**src/rtl/mc_pkg.sv**
```systemverilog
// Shared definitions for the multicycle MIPS control unit.
//   - state_t : controller state codes (exposed on the debug 'state' port)
//   - cls_t   : instruction class produced by mc_decode
//   - opcode / funct constants and datapath control encodings
package mc_pkg;

  typedef enum logic [3:0] {
    ST_INIT   = 4'd0,
    ST_FETCH  = 4'd1,
    ST_DECODE = 4'd2,
    ST_EXEC   = 4'd3,
    ST_MEM_RD = 4'd4,
    ST_MEM_WR = 4'd5,
    ST_WB_ALU = 4'd6,
    ST_WB_MEM = 4'd7,
    ST_BRANCH = 4'd8,
    ST_JUMP   = 4'd9,
    ST_HALT   = 4'd10
  } state_t;

  typedef enum logic [2:0] {
    CLS_R   = 3'd0,
    CLS_I   = 3'd1,
    CLS_LW  = 3'd2,
    CLS_SW  = 3'd3,
    CLS_BEQ = 3'd4,
    CLS_J   = 3'd5,
    CLS_JAL = 3'd6,
    CLS_ILL = 3'd7
  } cls_t;

  // Opcodes (IR[31:26])
  localparam logic [5:0] OP_RTYPE = 6'b000000;
  localparam logic [5:0] OP_ADDIU = 6'b001001;
  localparam logic [5:0] OP_ORI   = 6'b001101;
  localparam logic [5:0] OP_LUI   = 6'b001111;
  localparam logic [5:0] OP_LW    = 6'b100011;
  localparam logic [5:0] OP_SW    = 6'b101011;
  localparam logic [5:0] OP_BEQ   = 6'b000100;
  localparam logic [5:0] OP_J     = 6'b000010;
  localparam logic [5:0] OP_JAL   = 6'b000011;

  // R-type function codes (IR[5:0])
  localparam logic [5:0] FN_ADDU = 6'b100001;
  localparam logic [5:0] FN_SUBU = 6'b100011;
  localparam logic [5:0] FN_AND  = 6'b100100;
  localparam logic [5:0] FN_OR   = 6'b100101;
  localparam logic [5:0] FN_SLT  = 6'b101010;

  // Next-PC select
  localparam logic [1:0] NPC_PLUS4  = 2'b00;
  localparam logic [1:0] NPC_BRANCH = 2'b01;
  localparam logic [1:0] NPC_JUMP   = 2'b10;

  // ALU operation
  localparam logic [3:0] ALU_ADD = 4'b0000;
  localparam logic [3:0] ALU_SUB = 4'b0001;
  localparam logic [3:0] ALU_AND = 4'b0010;
  localparam logic [3:0] ALU_OR  = 4'b0011;
  localparam logic [3:0] ALU_SLT = 4'b0100;

  // Immediate extension
  localparam logic [1:0] EXT_ZERO = 2'b00;
  localparam logic [1:0] EXT_SIGN = 2'b01;
  localparam logic [1:0] EXT_LUI  = 2'b10;

  // Register write address select
  localparam logic [1:0] X1_RT = 2'b00;
  localparam logic [1:0] X1_RD = 2'b01;
  localparam logic [1:0] X1_RA = 2'b10;

  // Register write data select
  localparam logic [1:0] X2_ALU = 2'b00;
  localparam logic [1:0] X2_DM  = 2'b01;
  localparam logic [1:0] X2_PC  = 2'b10;

endpackage

```
**src/rtl/mc_decode.sv**
```systemverilog
// Combinational instruction decoder.
//   op, funct -> cls     : instruction class
//                aluop   : ALU operation for EXEC..end of instruction
//                extop   : immediate extension mode
//                sel     : ALU B source (1 = immediate)
//                x1_src  : register write address select
//                legal   : 0 for any unsupported op/funct pair
module mc_decode
  import mc_pkg::*;
(
  input  logic [5:0] op,
  input  logic [5:0] funct,
  output cls_t       cls,
  output logic [3:0] aluop,
  output logic [1:0] extop,
  output logic       sel,
  output logic [1:0] x1_src,
  output logic       legal
);

  always_comb begin
    cls    = CLS_ILL;
    aluop  = ALU_ADD;
    extop  = EXT_ZERO;
    sel    = 1'b0;
    x1_src = X1_RT;
    unique case (op)
      OP_RTYPE: begin
        cls    = CLS_R;
        x1_src = X1_RD;
        unique case (funct)
          FN_ADDU: aluop = ALU_ADD;
          FN_SUBU: aluop = ALU_SUB;
          FN_AND:  aluop = ALU_AND;
          FN_OR:   aluop = ALU_OR;
          FN_SLT:  aluop = ALU_SLT;
          default: cls   = CLS_ILL;
        endcase
      end
      OP_ADDIU: begin cls = CLS_I;  sel = 1'b1; extop = EXT_SIGN; aluop = ALU_ADD; end
      OP_ORI:   begin cls = CLS_I;  sel = 1'b1; extop = EXT_ZERO; aluop = ALU_OR;  end
      // lui: ALU ORs the shifted immediate with rs, which is $0 in lui encodings
      OP_LUI:   begin cls = CLS_I;  sel = 1'b1; extop = EXT_LUI;  aluop = ALU_OR;  end
      OP_LW:    begin cls = CLS_LW; sel = 1'b1; extop = EXT_SIGN; aluop = ALU_ADD; end
      OP_SW:    begin cls = CLS_SW; sel = 1'b1; extop = EXT_SIGN; aluop = ALU_ADD; end
      OP_BEQ:   begin cls = CLS_BEQ; extop = EXT_SIGN; aluop = ALU_SUB; end
      OP_J:     cls = CLS_J;
      OP_JAL:   begin cls = CLS_JAL; x1_src = X1_RA; end
      default:  cls = CLS_ILL;
    endcase
    legal = (cls != CLS_ILL);
  end

endmodule

```
**src/rtl/mc_controller.sv**
```systemverilog
// Multicycle MIPS control unit.
//   clk, rst (async, active low)
//   op, funct, zero          : IR fields and ALU zero flag from the datapath
//   npcop, PCWr, IRWr, RegWre, wren, sel, aluop, extop, x1, x2
//                            : datapath controls, combinational from state + IR
//   state                    : registered state code (debug)
//   illegal                  : sticky, set when an unsupported instruction decodes
//   icount                   : retired-instruction counter, wraps
// Handshake: none; the datapath follows the controls every cycle and the IR
// is only rewritten in FETCH, so op/funct are stable for the rest of the
// instruction.
module mc_controller
  import mc_pkg::*;
#(
  parameter int ICNT_W = 32
) (
  input  logic              clk,
  input  logic              rst,
  input  logic [5:0]        op,
  input  logic [5:0]        funct,
  input  logic              zero,
  output logic [1:0]        npcop,
  output logic              PCWr,
  output logic              IRWr,
  output logic              RegWre,
  output logic              wren,
  output logic              sel,
  output logic [3:0]        aluop,
  output logic [1:0]        extop,
  output logic [1:0]        x1,
  output logic [1:0]        x2,
  output logic [3:0]        state,
  output logic              illegal,
  output logic [ICNT_W-1:0] icount
);

  state_t     state_q, state_d;
  cls_t       dec_cls;
  logic [3:0] dec_aluop;
  logic [1:0] dec_extop;
  logic       dec_sel;
  logic [1:0] dec_x1;
  logic       dec_legal;
  logic       retire;

  mc_decode u_decode (
    .op     (op),
    .funct  (funct),
    .cls    (dec_cls),
    .aluop  (dec_aluop),
    .extop  (dec_extop),
    .sel    (dec_sel),
    .x1_src (dec_x1),
    .legal  (dec_legal)
  );

  always_ff @(posedge clk or negedge rst) begin
    if (!rst) begin
      state_q <= ST_INIT;
      illegal <= 1'b0;
      icount  <= '0;
    end else begin
      state_q <= state_d;
      if (state_q == ST_DECODE && !dec_legal) illegal <= 1'b1;
      if (retire) icount <= icount + 1'b1;
    end
  end

  assign state = state_q;

  always_comb begin
    state_d = state_q;
    npcop   = NPC_PLUS4;
    PCWr    = 1'b0;
    IRWr    = 1'b0;
    RegWre  = 1'b0;
    wren    = 1'b0;
    sel     = 1'b0;
    aluop   = ALU_ADD;
    extop   = EXT_ZERO;
    x1      = X1_RT;
    x2      = X1_RT;
    retire  = 1'b0;
    unique case (state_q)
      ST_INIT: state_d = ST_FETCH;
      ST_FETCH: begin
        IRWr    = 1'b1;
        PCWr    = 1'b1;
        state_d = ST_DECODE;
      end
      ST_DECODE: begin
        if (!dec_legal) state_d = ST_HALT;
        else begin
          unique case (dec_cls)
            CLS_BEQ:        state_d = ST_BRANCH;
            CLS_J, CLS_JAL: state_d = ST_JUMP;
            default:        state_d = ST_EXEC;
          endcase
        end
      end
      // ALU operand controls are held from EXEC through the last state so
      // the datapath needs no ALU-out register.
      ST_EXEC, ST_MEM_RD, ST_MEM_WR, ST_WB_ALU, ST_WB_MEM: begin
        sel   = dec_sel;
        aluop = dec_aluop;
        extop = dec_extop;
        unique case (state_q)
          ST_EXEC: begin
            if (dec_cls == CLS_LW)      state_d = ST_MEM_RD;
            else if (dec_cls == CLS_SW) state_d = ST_MEM_WR;
            else                        state_d = ST_WB_ALU;
          end
          ST_MEM_RD: state_d = ST_WB_MEM;
          ST_MEM_WR: begin
            wren    = 1'b1;
            retire  = 1'b1;
            state_d = ST_FETCH;
          end
          ST_WB_ALU: begin
            RegWre  = 1'b1;
            x1      = dec_x1;
            x2      = X2_ALU;
            retire  = 1'b1;
            state_d = ST_FETCH;
          end
          default: begin // ST_WB_MEM
            RegWre  = 1'b1;
            x1      = X1_RT;
            x2      = X2_DM;
            retire  = 1'b1;
            state_d = ST_FETCH;
          end
        endcase
      end
      ST_BRANCH: begin
        sel     = 1'b0;
        aluop   = ALU_SUB;
        extop   = dec_extop;
        npcop   = NPC_BRANCH;
        PCWr    = zero;
        retire  = 1'b1;
        state_d = ST_FETCH;
      end
      ST_JUMP: begin
        npcop   = NPC_JUMP;
        PCWr    = 1'b1;
        retire  = 1'b1;
        state_d = ST_FETCH;
        if (dec_cls == CLS_JAL) begin
          RegWre = 1'b1;
          x1     = dec_x1;
          x2     = X2_PC;
        end
      end
      ST_HALT: state_d = ST_HALT;
      default: state_d = ST_INIT;
    endcase
  end

endmodule
```
**config.mk**
```make
export PLATFORM = sky130hd
export DESIGN_NAME = mc_controller
export DESIGN_NICKNAME = d
export VERILOG_FILES = /design/src/rtl/mc_pkg.sv /design/src/rtl/mc_decode.sv /design/src/rtl/mc_controller.sv
export SDC_FILE = /design/constraint.sdc
export NUM_CORES = 1
export LEC_CHECK = 0
export ABC_AREA = 1
export CORE_ASPECT_RATIO = 1.5
export CORE_MARGIN = 2
export CORE_UTILIZATION = 53
export DETAILED_ROUTE_END_ITERATION = 10
export PLACE_DENSITY = 0.93
export SKIP_LAST_GASP = 1
export SLEW_MARGIN = 5
export SYNTH_ARGS = -nofsm -noshare
export SYNTH_HDL_FRONTEND = slang
export SYNTH_SLANG_ARGS = --single-unit
```
**constraint.sdc**
```tcl
create_clock -name clk -period 2.35 [get_ports clk]
set_input_delay 0.235 -clock clk [delete_from_list [all_inputs] [get_ports clk]]
set_output_delay 0.235 -clock clk [all_outputs]
set_load 0.01 [all_outputs]
```
# After elaboration in Yosys (flattened, before gate mapping)
# Cells that the tools add are included.
# Widths: inputs -> output; s select.
# word_totals
register_bits	37
output_inout_bits	54
word_cells	83
inputBits	15
# classes
add_sub_neg	1
mux	32
n_eq_ne	29
n_reduce_logical	18
# op_table
cell	n
$eq 6x6->1 const B	7
$add 32x1->32 const B	1
$pmux 4 s2	3
$pmux 3 s7	1
$pmux 2 s2	5
$pmux 4 s5	1
$eq 6x4->1 const B	3
$eq 4x3->1 const B	4
$reduce_or 5->1	3
$eq 4x4->1 const B	3
$eq 6x2->1 const B	2
$mux 2	6
$pmux 3 s4	1
$pmux 4 s3	1
$reduce_or 2->1	5
$eq 3x3->1 const B	3
$mux 1	9
$reduce_or 3->1	3
$eq 4x2->1 const B	2
$reduce_or 4->1	2
$eq 3x2->1 const B	2
$eq 6x3->1 const B	1
$logic_not 6->1	1
$pmux 1 s2	3
other kinds (8)	8

# Longest topological paths before layout
# Gate-level depths: netlist of run 1.
# depth
ltp_word	9
mapped_depth	12
ltp_nobuf	12

# Modules after synthesis
# Synthesis of run 1 repeated with hierarchy kept, for this count alone.
# unflattened
hier_cells	383
area_unflattened_um2	2688.8
# modules_own_cells
module	area_each_um2	instances	cells_per_inst	seq_area_each_um2
mc_controller	2298.5	1	304	925.9
mc_decode	390.4	1	79	0.0

# Worst setup path before layout of run 1
# Ideal clock, no wire load.
# synth_path
path_kind	flip-flop to output port
start	reg state_q[3], in the netlist state[3]
end	out extop[1]
path_stages_with_launch	7
t_arrival_ns	1.550
path_buffers	0
required_ns	2.115
slack_ns	0.565
path_cell_list	dfrtp_1 inv_2 nor2_2 nand2_1 nor2_1 nor2_1 nor4b_1
# synth_via
elab_chain_cells	3
word_cells_on_any_way	8
cone_classes	6 x eq/ne; 1 x mux; 1 x reduce/logical
# synth_rtl
item	line	text
start, declared	mc_controller.sv:37	state_t state_q, state_d;
start signal, assigned	mc_controller.sv:63	state_q <= state_d;
$eq 4x3->1 (tied with other cells)	mc_controller.sv:84	unique case (state_q)
$reduce_or 6->1 (no source line) *	-	
$mux 2 *	mc_controller.sv:84	
end, declared	mc_controller.sv:29	output logic [1:0] extop,
# Every way passes the cells marked *; elsewhere a longest branch is shown, timed or not.

# Final worst setup path of run 1
# layout_path
start	in op[0]
end	out x1[1]
# layout_via
elab_chain_cells	6
word_cells_on_any_way	16
cone_classes	9 x eq/ne; 5 x mux; 2 x reduce/logical
# layout_rtl
item	line	text
start, declared	mc_controller.sv:19	input logic [5:0] op,
$eq 6x4->1	mc_decode.sv:27	unique case (op)
$reduce_or 3->1 (no source line)	-	
$pmux 3 s7	mc_decode.sv:27	
$eq 3x3->1	mc_controller.sv:149	if (dec_cls == CLS_JAL) begin
$mux 2	mc_controller.sv:149	
$pmux 2 s2 *	mc_controller.sv:84	
end, declared	mc_controller.sv:30	output logic [1:0] x1,
# Marked as above.

==> metrics.md, run 1 <==
| Metric | Value |
|---|---|
| Status | complete, no violations |
| Gr usage total | 29.0% |
| Peak supply drop | between 0.3 and 0.4 mV |
| Maximum buffer depth of the clock tree | 2 |
| Min Clock Period, post-route | about 2.3 ns |
| Max Clock Skew | 0.00221 ns |
| DP HPWL | 5780 µm |
| Switching power | 879 µW |
| Core ar. | 0.00473 mm² |
| Post-DRT Antenna Nets | 0 |
| Synthesized flop and latch total | 37 |
| Effective utilization at floorplan | 54.3% |
| Part of the Yosys area used for sequential elements | 36.0% |
| Worst Slack Setup Final | 0.0722 ns |
| Count of pins over their slew limit | 0 |
| GRT overflow | 0 |
| Pin count of the biggest net entering global routing | 38 |
| Die Area | 0.00543 mm² |
| Vias per inst | between 5 and 6 |
| Root Driver | clkbuf_8 |
| Most common cell after layout, fill and taps aside | nand2_1 |
| Startpoint Class | input port |
| Routed via count | 2,889 |
| Worst Path Arrival | 2.04 ns |
| Port Buffers | between 60 and 70 |
| CTS clk-pin slew, worst paths | approximately 0.070 ns |
| GPL Wtd Cong | 0.932 |
| CTS tree | yes |
| Postcts setup bufs | 0 |
| Fillcell total | ~350 |
| Clk Latency, worst-skew pair | 0.29 ns |
| Setup repair after global routing missed its margin | yes |
| Fmax | 439 MHz |
| Router iterations before antenna repair | 5 |
| YS warnings | 0 |
| Setup WS pre-CTS | -0.249 ns |
| Cell Rows | 31 |
| Post-Syn Area | 0.00257 mm² |
| Cell variety after synth | 33 |
| Synth Instances | 380 |
| Antenna violations before repair | 0 |
| Finish-stage setup viols | 0 |
| Logic pwr share | between 40% and 50% |
| Final worst path period share | 96.9% |
| Area Growth Syn to Fin | 39.8% |
| Critical path data required time | 2.12 ns |
| Vias in the first global route | 2,742 |
| WL/cell | 13.5 µm |
| Sink Count | 37 |
| H-Tree Depth | 2 |
| Sw Ratio | 40.0% |
| Hold Buf Count CTS | 0 |
| Most frequent cells in the layout | nand2_1 (100), nor2_1 (63), clkdlybuf4s50_1 (59), inv_1 (48), dfrtp_1 (34) |
| Critical Path End Type | primary output |
| Max_slew headroom | between 40% and 50% |
| Final WL | 7290 µm |
| Synth Net Count | 396 |
| First-pass GRT wire length | 11,900 µm |
| Post-route DRC | 0 |
| Hold WC Path Type | in -> async |
| Setup TNS | 0 ns |
| Num CTS Buffers | 5 |
| Worst hold slack | 0.0296 ns |
| N_diodes | 0 |
| Leak Pwr | 0.00161 µW |
| Pwr dens | 613 mW/mm² |
| Chip height | 89.3 µm |
| Reg power frac | 37.8% |
| Int Pwr | 1320 µW |
| R2r worst-path depth | 9 |
| Endpoints failing hold | 0 |
| Syn Area/Cell | a little under 7 µm² |
| # IOs | 69 |
| Slew @ Worst Pin | 0.796 ns |
| Share of cells above drive strength 1 | 12.6% |
| Final Net Count | just under 500 |
| Clock power share | 19.2% |
| Worst Path Max Fanout | 4 |
| CP Class | in -> out |
| Initial DRC count | 230 |
| Die width | about 61 µm |
| Max-cap viol count | 0 |
## cell families after synthesis
logic type	share of synthesized area, %
AND/OR/NAND/NOR	39.6
buffers and inverters	8.82
flip-flops	36.0
XOR/XNOR	9.21
AO/OA/AOI/OAI	5.70
adder cells (fa/ha/maj)	0.487
other	0.146
## registers in the layout (all words and copies together) (netlist names)
signal / count
illegal: 1
state: 4
icount: 32
## power by group through the flow
stage | Combinational (µW) | Clock [µW] | Sequential (µW)
3_5_place_dp | 925 | 0 | 836
6_report | 945 | 423 | 832
4_1_cts | 935 | 425 | 829
3_3_place_gp | 899 | 0 | 831
2_1_floorplan | 483 | 0 | 846
5_1_grt | 1040 | 451 | 845
## routing by layer
layer / up-vias / GRT usage [%] / share of wire, %
met5: - / 0 / 0
met4: 0 / 17.2 / 5.5
met3: 35 / 5.07 / 4.5
met2: 122 / 54.7 / 55
met1: 1335 / 28.0 / 35
li1: 1397 / - / -
## path summary, 6_finish.rpt
kind | from | endpoint | slack [ns]
worst max register to register | state[0]$_DFF_PN0_ | icount[21]$_DFFE_PN0P_ | 0.52
max in group asynchronous | rst | state[3]$_DFF_PN0_ | 1.78
worst max-delay path | op[0] | x1[1] | 0.07
worst min register to register | illegal$_DFFE_PN0P_ | illegal$_DFFE_PN0P_ | 0.49
min in group clk | illegal$_DFFE_PN0P_ | illegal$_DFFE_PN0P_ | 0.49
worst min-delay path | rst | icount[28]$_DFFE_PN0P_ | 0.03
## per-stage QoR
step | total power, µW | cells | cell area, µm² | utilization, %
floorplan | 1330 | 380 | 2570 | -
global placement | 1730 | 534 | 3480 | 73.6
detailed placement | 1760 | 534 | 3480 | 73.6
CTS | 2190 | 542 | 3570 | 75.5
global route | 2340 | 542 | 3590 | 75.9
finish | 2200 | 542 | 3590 | 75.9
## final cells by class
type / instances / area (µm²) / area share (%)
Clock buffer: 8 / 80.1 / 2.23
Multi-Input combinational cell: 284 / 1440 / 40.2
Tap cell: 66 / 82.6 / 2.30
Sequential cell: 37 / 930 / 25.9
Timing Repair Buffer: 91 / 845 / 23.5
Inverter: 56 / 210 / 5.85
## worst max-delay path: stages
cell             delay [ns]
clkdlybuf4s50_1        0.53
nand2_1                0.09
nor2_1                 0.19
nand2_1                0.11
nand2_1                0.13
nor2_2                 0.05
nand2_1                0.07
nand2_1                0.08
nand2_1                0.08
nor2_2                 0.05
nor2_1                 0.11
nor2_1                 0.05
dlygate4sd2_1          0.27
## synthesized netlist by cell type
master	instances	area (µm²)
nand2_1	101	379
nor2_1	69	259
inv_1	48	180
dfrtp_1	37	926
nand3_1	21	105
xor2_1	21	184
nand4_1	13	81.3
nor3_1	12	60.1
o21ai_0	9	45.0
inv_2	7	26.3
xnor2_1	6	52.6
a21oi_1	4	20.0
nor2_4	4	45.0
a31oi_1	3	18.8
nor2_2	3	18.8
o22ai_1	3	18.8
nand2_2	2	12.5
o21ai_1	2	10.0
a22o_1	1	8.76
a41oi_1	1	8.76
buf_2	1	5.00
buf_4	1	7.51
clkbuf_1	1	3.75
clkinv_1	1	3.75
conb_1	1	3.75
ha_1	1	12.5
nand2_4	1	11.3
nor2_8	1	20.0
nor3_2	1	10.0
nor4_1	1	6.26
nor4b_1	1	8.76
o2111ai_1	1	8.76
o21bai_1	1	7.51
## timing repair
action | CTS | global route
pin swaps | 1 | 2
endpoints found under the setup margin | 6 | 6
gates resized for setup | 12 | 7
Power figures use the tool's default switching activity.
==> run 2: changes to the inputs <==
--- a/config.mk
+++ b/config.mk
@@ -8,11 +8,12 @@
 export ABC_AREA = 1
 export CORE_ASPECT_RATIO = 1.5
 export CORE_MARGIN = 2
-export CORE_UTILIZATION = 53
+export CORE_UTILIZATION = 64
 export DETAILED_ROUTE_END_ITERATION = 10
-export PLACE_DENSITY = 0.93
+export DONT_BUFFER_PORTS = 1
+export PLACE_DENSITY = 0.87
 export SKIP_LAST_GASP = 1
-export SLEW_MARGIN = 5
+export SLEW_MARGIN = 25
 export SYNTH_ARGS = -nofsm -noshare
 export SYNTH_HDL_FRONTEND = slang
 export SYNTH_SLANG_ARGS = --single-unit
==> constraint.sdc (replaced) <==
create_clock -name clk -period 2.3 [get_ports clk]
set_input_delay 0.23 -clock clk [delete_from_list [all_inputs] [get_ports clk]]
set_output_delay 0.23 -clock clk [all_outputs]
set_load 0.01 [all_outputs]
==> run 2 against run 1 <==
Combinational power shrank 31%. Power shrank 6.9%. Wire length shrank 12%. Highest routed layer unchanged. Non-clock buffer count shrank 85. Largest cell class unchanged. Sequential share of layout area grew 7.5 points. Global-route usage shrank 0.30 points. Die area shrank 16%. Flip-flop and latch count is the same. Count of clock-buffer cells in the layout shrank 1. Critical endpoint unchanged. Setup slack gained 0.051 ns.
==> metrics.md, run 2 (synthesized netlist as in run 1, its figures left out) <==
| Metric | Value |
|---|---|
| Startpoint Class | register |
| Die width | 55.7 µm |
| Final WL | 6420 µm |
| Setup repair after global routing missed its margin | no |
| Cell Rows | 28 |
| Max_slew headroom | 62.5% |
| Clock power share | about a quarter |
| Setup TNS | 0 ns |
| Hold WC Path Type | in -> reg |
| CTS clk-pin slew, worst paths | 0.07 ns |
| Vias per inst | 5.69 |
| Max Clock Skew | just over 0.006 ns |
| Count of pins over their slew limit | 0 |
| Share of cells above drive strength 1 | 8.18% |
| Reg power frac | a little over two fifths |
| Final Net Count | slightly above 400 |
| Placed Area | between 0.002 and 0.003 mm² |
| CTS tree | yes |
| Initial DRC count | between 90 and 100 |
| First-pass GRT wire length | a little over 10,000 µm |
| Leak Pwr | ~0.0013 µW |
| Switching power | 861 µW |
| Antenna violations before repair | 0 |
| Finish-stage setup viols | 0 |
| CP Class | reg -> out |
| Status | complete, no violations |
| Peak supply drop | 0.783 mV |
| GPL Wtd Cong | 0.896 |
| Effective utilization at floorplan | 66.1% |
| Gr usage total | 28.7% |
| Cts repair resizes | 0 |
| Critical path data required time | 2.07 ns |
| Biggest register | icount |
| Post-route DRC | 0 |
| Logic pwr share | 31.9% |
| Endpoints failing hold | 0 |
| Fmax | 459 MHz |
| H-Tree Depth | 2 |
| Pin count of the biggest net entering global routing | 38 |
| Area Growth Syn to Fin | 7.84% |
| Sink Count | 37 |
| Slew @ Worst Pin | 0.558 ns |
| Max reg flops | 32 |
| Sw Ratio | 42.1% |
| Design area | 0.00277 mm² |
| Core ar. | about 0.004 mm² |
| Chip height | 81.6 µm |
| Die Area | 0.00455 mm² |
| GRT overflow | 0 |
| Router iterations before antenna repair | 5 |
| Max-cap viol count | 0 |
| DP HPWL | 4930 µm |
| Post-DRT Antenna Nets | 0 |
| N_diodes | 0 |
| Most common cell after layout, fill and taps aside | nand2_1 |
| Maximum buffer depth of the clock tree | 2 |
| Vias in the first global route | 2,353 |
| Worst Path Max Fanout | 5 |
| Num CTS Buffers | 5 |
| Pwr dens | 739 mW/mm² |
| Routed via count | 2,480 |
| Min Clock Period, post-route | 2.18 ns |
| Clk Latency, worst-skew pair | 0.30 ns |
| Root Driver | clkbuf_8 |
| Int Pwr | about 1200 µW |
| Port Buffers | 0 |
| Most frequent cells in the layout | nand2_1 (101), nor2_1 (69), inv_1 (48), dfrtp_1 (37) |
| Final worst path period share | 94.6% |
| Critical Path End Type | primary output |
| # IOs | 69 |
| WL/cell | 14.7 µm |
| Worst Path Arrival | just under 2 ns |
run 2: per-layer routing:
layer / global-route usage (%) / up-vias / share of wire [%]
met5: 0 / - / 0
met4: 14.1 / 0 / 3.6
met3: 6.30 / 20 / 6.4
met2: 56.2 / 112 / 54
met1: 28.1 / 1136 / 35
li1: - / 1212 / -
run 2: what timing repair did:
action | in CTS | in global routing
buffers inserted | 0 | 0
endpoints found under the hold margin | 37 | 0
hold buffers | 2 | 0
run 2: through the flow:
stage | worst slack [ns] | hold slack [ns] | instances | util, % | power, µW
floorplan | 0.520 | -0.0656 | 380 | - | 1360
global placement | 0.507 | -0.0646 | 426 | 67.9 | 1500
detailed placement | 0.455 | -0.0646 | 426 | 67.9 | 1510
CTS | 0.198 | 0.243 | 436 | 71.2 | 2030
global route | 0.0836 | 0.276 | 436 | 71.2 | 2140
finish | 0.123 | 0.251 | 436 | 71.2 | 2050
run 2: path summary, 6_finish.rpt:
path,slack (ns),endpoint,start,cells after the start
setup / recovery,0.12,x1[1],state[0]$_DFF_PN0_,8
hold / removal,0.25,state[1]$_DFF_PN0_,op[2],4
setup reg to reg,0.41,icount[19]$_DFFE_PN0P_,state[0]$_DFF_PN0_,9
hold reg to reg,0.58,icount[10]$_DFFE_PN0P_,icount[10]$_DFFE_PN0P_,1
max in group asynchronous,1.72,icount[10]$_DFFE_PN0P_,rst,2
min in group asynchronous,0.40,icount[26]$_DFFE_PN0P_,rst,2
run 2: layout make-up:
class | instances | area, µm²
repair buffers | 6 | 60.1
fillers | 318 | 1120
flip-flops and latches | 37 | 926
clock buffers | 7 | 96.3
multi-input cells | 284 | 1420
clock inverters | 1 | 5.00
well taps | 45 | 56.3
inverters | 56 | 210
run 2: critical path: stages, from the launching register on:
cell      delay [ns]
dfrtp_1         0.50
clkinv_1        0.17
nor2_1          0.19
nand2_1         0.12
inv_1           0.13
nand2_1         0.07
nor2_1          0.23
nor2_1          0.07
nor2_1          0.18
run 2: power groups by stage:
| stage | Sequential [µW] | Combinational, µW | Clock, µW |
|---|---|---|---|
| detailed placement | 897 | 618 | 0 |
| global placement | 899 | 604 | 0 |
| global route | 900 | 719 | 523 |
| finish | 890 | 653 | 505 |
| CTS | 886 | 637 | 508 |
| floorplan | 865 | 493 | 0 |
